**src/rtl/sms_timing_ring_if.sv**
```systemverilog
// Bundle of the control inputs and stage outputs of the SMS trigger chain.
// Controls are plain levels sampled on the rising clock edge. There is no valid/ready
// pairing: start, stop_req, adv and load take effect only in the controller states that honour them.
interface sms_timing_ring_if #(
  parameter int WIDTH = 4
);
  logic             start;
  logic             stop_req;
  logic             adv;
  logic             load;
  logic [WIDTH-1:0] load_val;
  logic [WIDTH-1:0] q;
  logic             run;
  logic             tc;
  logic             cycle_done;
  logic             load_err;
  logic [1:0]       state;

  modport master (
    output start, stop_req, adv, load, load_val,
    input  q, run, tc, cycle_done, load_err, state
  );

  modport slave (
    input  start, stop_req, adv, load, load_val,
    output q, run, tc, cycle_done, load_err, state
  );
endinterface

```
**src/rtl/sms_timing_ring.sv**
```systemverilog
// WIDTH-stage trigger chain that runs as a binary counter, a one-hot ring or a Johnson ring,
// with a run/stop controller that can finish the current cycle before halting.
module sms_timing_ring #(
  parameter int WIDTH       = 4,
  parameter int MODE        = 0,
  parameter int STOP_AT_END = 1
) (
  input logic              clk,
  input logic              rst,
  sms_timing_ring_if.slave bus
);
  typedef enum logic [1:0] {
    IDLE     = 2'd0,
    RUN      = 2'd1,
    STOPPING = 2'd2
  } state_t;

  localparam logic [WIDTH-1:0] ONE      = {{(WIDTH-1){1'b0}}, 1'b1};
  localparam logic [WIDTH-1:0] HOME     = (MODE == 1) ? ONE : '0;
  localparam logic [WIDTH-1:0] MSB_ONLY = {1'b1, {(WIDTH-1){1'b0}}};

  state_t           state, state_nxt;
  logic [WIDTH-1:0] q, q_step, q_nxt;
  logic             tc, step_en, wrap, load_hit, load_ok;
  logic             cycle_done, load_err;

  function automatic logic is_onehot(input logic [WIDTH-1:0] v);
    int cnt;
    cnt = 0;
    for (int i = 0; i < WIDTH; i++) cnt = cnt + int'(v[i]);
    return cnt == 1;
  endfunction

  // A legal Johnson code has at most one boundary between its run of ones and its run of zeros.
  function automatic logic is_johnson(input logic [WIDTH-1:0] v);
    int cnt;
    cnt = 0;
    for (int i = 0; i < WIDTH - 1; i++) cnt = cnt + int'(v[i] != v[i+1]);
    return cnt <= 1;
  endfunction

  always_comb begin
    tc      = 1'b0;
    q_step  = q;
    load_ok = 1'b1;
    if (MODE == 1) begin
      tc      = q[WIDTH-1];
      q_step  = {q[WIDTH-2:0], q[WIDTH-1]};
      load_ok = is_onehot(bus.load_val);
    end else if (MODE == 2) begin
      tc      = (q == MSB_ONLY);
      q_step  = {q[WIDTH-2:0], ~q[WIDTH-1]};
      load_ok = is_johnson(bus.load_val);
    end else begin
      tc      = &q;
      q_step  = q + ONE;
    end
  end

  assign step_en  = bus.adv && (state != IDLE);
  assign wrap     = step_en && tc;
  assign load_hit = bus.load && (state == IDLE);

  always_comb begin
    state_nxt = state;
    q_nxt     = q;
    case (state)
      IDLE: begin
        if (bus.start && !bus.stop_req) state_nxt = RUN;
      end
      RUN: begin
        if (bus.stop_req) state_nxt = (STOP_AT_END != 0) ? STOPPING : IDLE;
      end
      STOPPING: begin
        if (wrap) state_nxt = IDLE;
      end
      default: state_nxt = IDLE;
    endcase
    // An illegal ring/Johnson load parks the chain at home rather than loading a bad code.
    if (load_hit)     q_nxt = load_ok ? bus.load_val : HOME;
    else if (step_en) q_nxt = q_step;
  end

  always_ff @(posedge clk or posedge rst) begin
    if (rst) begin
      state      <= IDLE;
      q          <= HOME;
      cycle_done <= 1'b0;
      load_err   <= 1'b0;
    end else begin
      state      <= state_nxt;
      q          <= q_nxt;
      cycle_done <= wrap;
      if (load_hit) load_err <= !load_ok;
    end
  end

  assign bus.q          = q;
  assign bus.run        = (state != IDLE);
  assign bus.tc         = tc;
  assign bus.cycle_done = cycle_done;
  assign bus.load_err   = load_err;
  assign bus.state      = state;
endmodule

```
**src/flat_wrapper.sv**
```systemverilog
// flat-port wrapper written by rule: the top's interface ports become plain ports
module sms_timing_ring_flat 
#(
  parameter int WIDTH       = 4,
  parameter int MODE        = 0,
  parameter int STOP_AT_END = 1
)
  (clk, rst, bus_start, bus_stop_req, bus_adv, bus_load, bus_load_val, bus_q, bus_run, bus_tc, bus_cycle_done, bus_load_err, bus_state);
  sms_timing_ring_if #(.WIDTH(WIDTH)) bus_i ();
  input logic clk;
  input logic rst;
  input wire logic [$bits(bus_i.start)-1:0] bus_start;
  input wire logic [$bits(bus_i.stop_req)-1:0] bus_stop_req;
  input wire logic [$bits(bus_i.adv)-1:0] bus_adv;
  input wire logic [$bits(bus_i.load)-1:0] bus_load;
  input wire logic [$bits(bus_i.load_val)-1:0] bus_load_val;
  output wire logic [$bits(bus_i.q)-1:0] bus_q;
  output wire logic [$bits(bus_i.run)-1:0] bus_run;
  output wire logic [$bits(bus_i.tc)-1:0] bus_tc;
  output wire logic [$bits(bus_i.cycle_done)-1:0] bus_cycle_done;
  output wire logic [$bits(bus_i.load_err)-1:0] bus_load_err;
  output wire logic [$bits(bus_i.state)-1:0] bus_state;
  assign bus_i.start = bus_start;
  assign bus_i.stop_req = bus_stop_req;
  assign bus_i.adv = bus_adv;
  assign bus_i.load = bus_load;
  assign bus_i.load_val = bus_load_val;
  assign bus_q = bus_i.q;
  assign bus_run = bus_i.run;
  assign bus_tc = bus_i.tc;
  assign bus_cycle_done = bus_i.cycle_done;
  assign bus_load_err = bus_i.load_err;
  assign bus_state = bus_i.state;
  sms_timing_ring #(.WIDTH(WIDTH), .MODE(MODE), .STOP_AT_END(STOP_AT_END)) u_core (.clk(clk), .rst(rst), .bus(bus_i));
endmodule
```
**config.mk**
```make
export PLATFORM = sky130hd
export DESIGN_NAME = sms_timing_ring_flat
export DESIGN_NICKNAME = d
export VERILOG_FILES = /design/src/rtl/sms_timing_ring_if.sv /design/src/rtl/sms_timing_ring.sv /design/src/flat_wrapper.sv
export SDC_FILE = /design/constraint.sdc
export NUM_CORES = 1
export LEC_CHECK = 0
export CORE_AREA = 2 2 39 41
export CTS_CLUSTER_SIZE = 40
export DETAILED_ROUTE_END_ITERATION = 8
export DIE_AREA = 0 0 41 43
export GPL_TIMING_DRIVEN = 0
export HOLD_SLACK_MARGIN = 0.12
export SLEW_MARGIN = 10
export SYNTH_ARGS = -nofsm -noshare
export SYNTH_HDL_FRONTEND = slang
export SYNTH_SLANG_ARGS = --single-unit
export TNS_END_PERCENT = 50
```
**constraint.sdc**
```tcl
create_clock -name clk -period 1.3 [get_ports clk]
set_clock_uncertainty 0.1 [all_clocks]
set_input_delay 0.195 -clock clk [delete_from_list [all_inputs] [get_ports clk]]
set_output_delay 0.195 -clock clk [all_outputs]
set_load 0.01 [all_outputs]
```
======== Word level (Yosys, flattened, before mapping) ========
Cells that the tools add are included.
operators by class
  add/subtract/negate cells ............... 1
  equal/unequal tests ..................... 5
  multiplexer cells ....................... 6
  reductions and logical operators ........ 10
operator list
  kind                 number
  $mux 4               2
  $mux 2               3
  $pmux 2 s3           1
  $add 4x1->4 const B  1
  $logic_and 1x1->1    4
  $ne 2x2->1 const B   2
  $reduce_and 4->1     1
  $reduce_bool 2->1    2
  $reduce_and 3->1     1
  $eq 2x1->1 const B   1
  $eq 2x2->1 const B   1
  $logic_not 2->1      1
  $ne 2x1->1 const B   1
  $logic_not 1->1      1
storage, ports and cells
  register bits after elaboration ......... 7
  input port bits ......................... 10
  output and inout bits ................... 10
  logic and storage cells ................. 25

======== Logic depth before layout (Yosys ltp) ========
  word-level depth ........................ 5
  gate-level depth with buffers ........... 4
  mapped depth without buffers ............ 4

======== Worst setup path before layout ========
No wires, ideal clock.
  path kind ............................... reg2reg
  start ................................... register u_core.state[0], in the netlist u_core.bus.state[0]
  end ..................................... register u_core.q[3], in the netlist u_core.bus.q[3]
  library setup time ...................... 127 ps
  arrival ................................. 1,076 ps
  data required time ...................... 1,073 ps
  setup slack ............................. -3 ps
  stages on the path, launching flop included .. 4
  path buffers ............................ 0
  period minus slack after synthesis ...... 1,303 ps
  cell sequence ........................... dfrtp_1 -> or3_1 -> o22ai_2 -> a211oi_1
between the ends
  cells in the longest elaborated chain, start to end .. 3
  elaborated cells on any way between the ends .. 6
  those cells by class .................... 1 x mux; 5 x reduce/logical
ends and longest elaborated chain
  what                                                  line                                          text
  start: declaration                                    sms_timing_ring.sv:22                         state_t state, state_nxt;
  start signal: assignment                              sms_timing_ring.sv:91                         state <= state_nxt;
  $logic_not 2->1 or $reduce_bool 2->1 (tied branches)  sms_timing_ring.sv:62, sms_timing_ring.sv:60
  $logic_and 1x1->1 (on tied branches)                  sms_timing_ring.sv:62, sms_timing_ring.sv:60
  $mux 4 or $reduce_bool 2->1 (tied branches)           -
  end signal: assignment                                sms_timing_ring.sv:92                         q <= q_nxt;
  end: declaration                                      sms_timing_ring.sv:23                         logic [WIDTH-1:0] q, q_step, q_nxt;
Parallel ways exist; a longest one is shown, timed or not.
A chain may end at the register's enable or synchronous reset.

======== Worst setup path in the final report ========
  start ................................... register u_core.q[0], in the netlist u_core.bus.q[0]
  end ..................................... output bus_tc
between the ends
  cells in the longest elaborated chain, start to end .. 1
ends and longest elaborated chain
  what              line                   text
  $reduce_and 4->1  sms_timing_ring.sv:55  tc = &q;
  end: declaration  flat_wrapper.sv:19     output wire logic [$bits(bus_i.tc)-1:0] bus_tc;
Every way passes these cells.

==> impl_metrics.json <==
{
  "status": "finished with violations",
  "violations": "negative setup slack",
  "io-pin-count": 20,
  "drt.antenna.violating_nets": 0,
  "clk_pin_slew_ps": 50,
  "fin_crit_ps": 1390,
  "clock.fmax_mhz": 719,
  "tritoncts": "done",
  "grt_overflow": 0,
  "grt_start_max_net_pins": 8,
  "avgRoutedWirePerCell_um": 12.9,
  "cpPeakStageDelay_ps": 390,
  "syn_area_um2": 375,
  "yosys.cell_types.count": 21,
  "required_ps": 1000,
  "die-area_um2": 1760,
  "synth_seq_area_share_pct": 46.7,
  "numPortBuffers": 18,
  "p_comb_share_pct": 65.5,
  "drtIter0Drc": 2,
  "crit_path_start_kind": "flop",
  "ir_worst_vdd_uv": 791,
  "rsz0062_at_grt": "yes",
  "rr_worst_depth": 4,
  "dp_slack_ps": -319,
  "power.total_uw": 1700,
  "drv_cap": 0,
  "cts.htree.levels": 1,
  "avgSynthCellArea_um2": 8.94,
  "drive_gt1_share_pct": 48.1,
  "start_util_pct": 27.1,
  "finalWirelength_mm": 1.25,
  "antenna_found_initial": 0,
  "die_y_um": 43,
  "grt_pass1_wl_mm": 1.81,
  "netlist_instances": 42,
  "arrival_ps": 1100,
  "antennaDiodeCount": 0,
  "via_count": 459,
  "coreArea_um2": 1380,
  "netlist_top_cells_area": "dfrtp_1 47%, inv_1 6.0%, nor2_1 5.0%",
  "cpLargestDelayFamily": "flip-flops",
  "hold_violations": 0,
  "first_pass_iters": 4,
  "power_frac_clock_pct": 11.7,
  "holdPathEnd": "u_core.bus.state[0]",
  "pwr-share-seq_pct": 22.8,
  "crit_path_cell_trace": "ha_2 > nand3_2 > inv_2 > buf_6",
  "clock-sinks": 7,
  "avgViaCountPerCell": 4.73,
  "p_switching_uw": 652,
  "ys_warn_count": 0,
  "power_density_nw_per_um2": 2190,
  "min_period_over_period_pct": 107,
  "cts-root-buf": "clkbuf_4",
  "end_kind": "output port",
  "final_nets": 93,
  "slew_viol_final": 0,
  "grt_use_total_pct": 15.4,
  "yosys.area.top_type_share_pct": 46.7,
  "rows": 14,
  "slowest_stage": "dfrtp_1",
  "r2r-start": "u_core.bus.state[0]",
  "crit_fanout": 3,
  "synth_nets": 53,
  "clock_latency_ps": 250,
  "p_int_uw": 1050,
  "clockBufferDepth": 2,
  "drc_errors": 0,
  "worstSetupPathType": "reg -> out",
  "worst_slack_ps": -90.4,
  "cts_buffers": 3,
  "cellLeakagePower_uw": 0.000372,
  "dpl.hpwl_um": 670,
  "worstHoldStart": "bus_start",
  "gp_congestion": 0.745,
  "r2r-end": "u_core.bus.q[2]",
  "hold_path.class": "in -> reg",
  "crit_buf_inv": 2,
  "finalSetupViolCount": 6,
  "yosys_register_bits": 7,
  "syn2layout_area_growth_pct": 107,
  "grt_pass1_vias": 438,
  "yosysTopAreaCell": "dfrtp_1",
  "swShare_pct": 38.3,
  "die_w_um": 41,
  "reg2reg_slack_ps": -70,
  "hold_depth": 3
}
[worst max-delay path by stage]
stage / startpoint / to / slack (ps) / cells after the start
after floorplan: u_core.bus.state[0] / u_core.bus.q[3] / 20 / 3
after global placement: u_core.bus.q[0] / bus_tc / -310 / 4
after detailed placement: u_core.bus.q[0] / bus_tc / -320 / 4
after CTS: u_core.bus.state[0] / u_core.bus.q[0] / -90 / 4
after global routing: u_core.bus.q[0] / bus_tc / -120 / 4
final: u_core.bus.q[0] / bus_tc / -90 / 4
[layout by cell type (no fill, tap or decap), types with 3 or more instances in the layout]
cell,instances
clkbuf_4,3
buf_4,14
clkdlybuf4s50_1,9
inv_1,5
nor2_1,4
a21oi_1,3
dlygate4sd2_1,4
dfrtp_1,5
buf_6,4
o22ai_2,4
[cell usage after synthesis (all sizes together)]
library cell,number
a211oi,1
a21oi,3
buf,1
conb,1
dfrtp,7
ha,1
inv,6
nand2,1
nand3,1
nand3b,1
nand4,1
nor2,5
nor3,1
nor3b,1
o21ai,4
o22ai,4
o2bb2ai,1
or3,1
or3b,1
[layout make-up]
cell class / instances / area (µm²)
multi-input combinational: 28 / 221
inverter: 6 / 22.5
timing repair buffer: 35 / 303
clock buffer: 4 / 26.3
buffer: 1 / 7.51
tap: 16 / 20.0
sequential: 7 / 178
fill: 129 / 606
[power groups by stage]
stage | sequential, µW | combinational (µW) | clock (µW)
2_1_floorplan | 449 | 300 | 0
3_3_place_gp | 432 | 646 | 0
3_5_place_dp | 432 | 652 | 0
4_1_cts | 385 | 921 | 199
5_1_grt | 400 | 1190 | 213
6_report | 389 | 1120 | 199
[through the flow]
step / cell area [µm²] / setup TNS [ps] / hold WS [ps] / std cells / utilization [%]
6_report: 778 / -398 / 407 / 97 / 56.2
5_1_grt: 778 / -595 / 424 / 97 / 56.2
4_1_cts: 706 / -428 / 407 / 91 / 51.0
3_5_place_dp: 577 / -1310 / 358 / 76 / 41.7
3_3_place_gp: 577 / -1310 / 349 / 76 / 41.7
2_1_floorplan: 377 / 0 / -102 / 42 / -
[worst register-to-register path, stage by stage, from the launching register on]
cell and delay, ps:
dfrtp_2 420, buf_6 130, or3b_4 440, o22ai_2 130
nor2_1 50
[registers in the layout, indices dropped and copies added, names as in the netlist]
| name | count |
|---|---|
| u_core.bus.cycle_done | 1 |
| u_core.bus.q | 4 |
| u_core.bus.state | 2 |
[metal layers]
| layer | routed length (µm) | vias up | global-route usage [%] |
|---|---|---|---|
| met5 | 0 | - | 0 |
| met2 | 726 | 12 | 25.0 |
| li1 | - | 223 | - |
| met1 | 459 | 224 | 16.3 |
| met4 | 0 | 0 | 8.67 |
| met3 | 61 | 0 | 5.24 |
[cells by family (layout without fill, tap and decap cells)]
logic type / count (synthesis) / in the layout / share of synthesized area (%)
DFF: 7 / 7 / 46.7
and+or+nand+nor: 13 / 13 / 19.0
other: 1 / 1 / 0.999
buffers and inverters: 7 / 46 / 8.00
AOI/OAI and AO/OA: 13 / 13 / 22.0
adders and majority gates: 1 / 1 / 3.33
[timing repair]
item	in CTS	in global routing
pin swaps	5	5
endpoints found under the setup margin	13	9
hold buffers	1	0
gates resized for setup	27	11
hold endpoints to repair	7	0
buffers inserted	10	6
gates cloned	0	0
(Power assumes the default switching activity.)
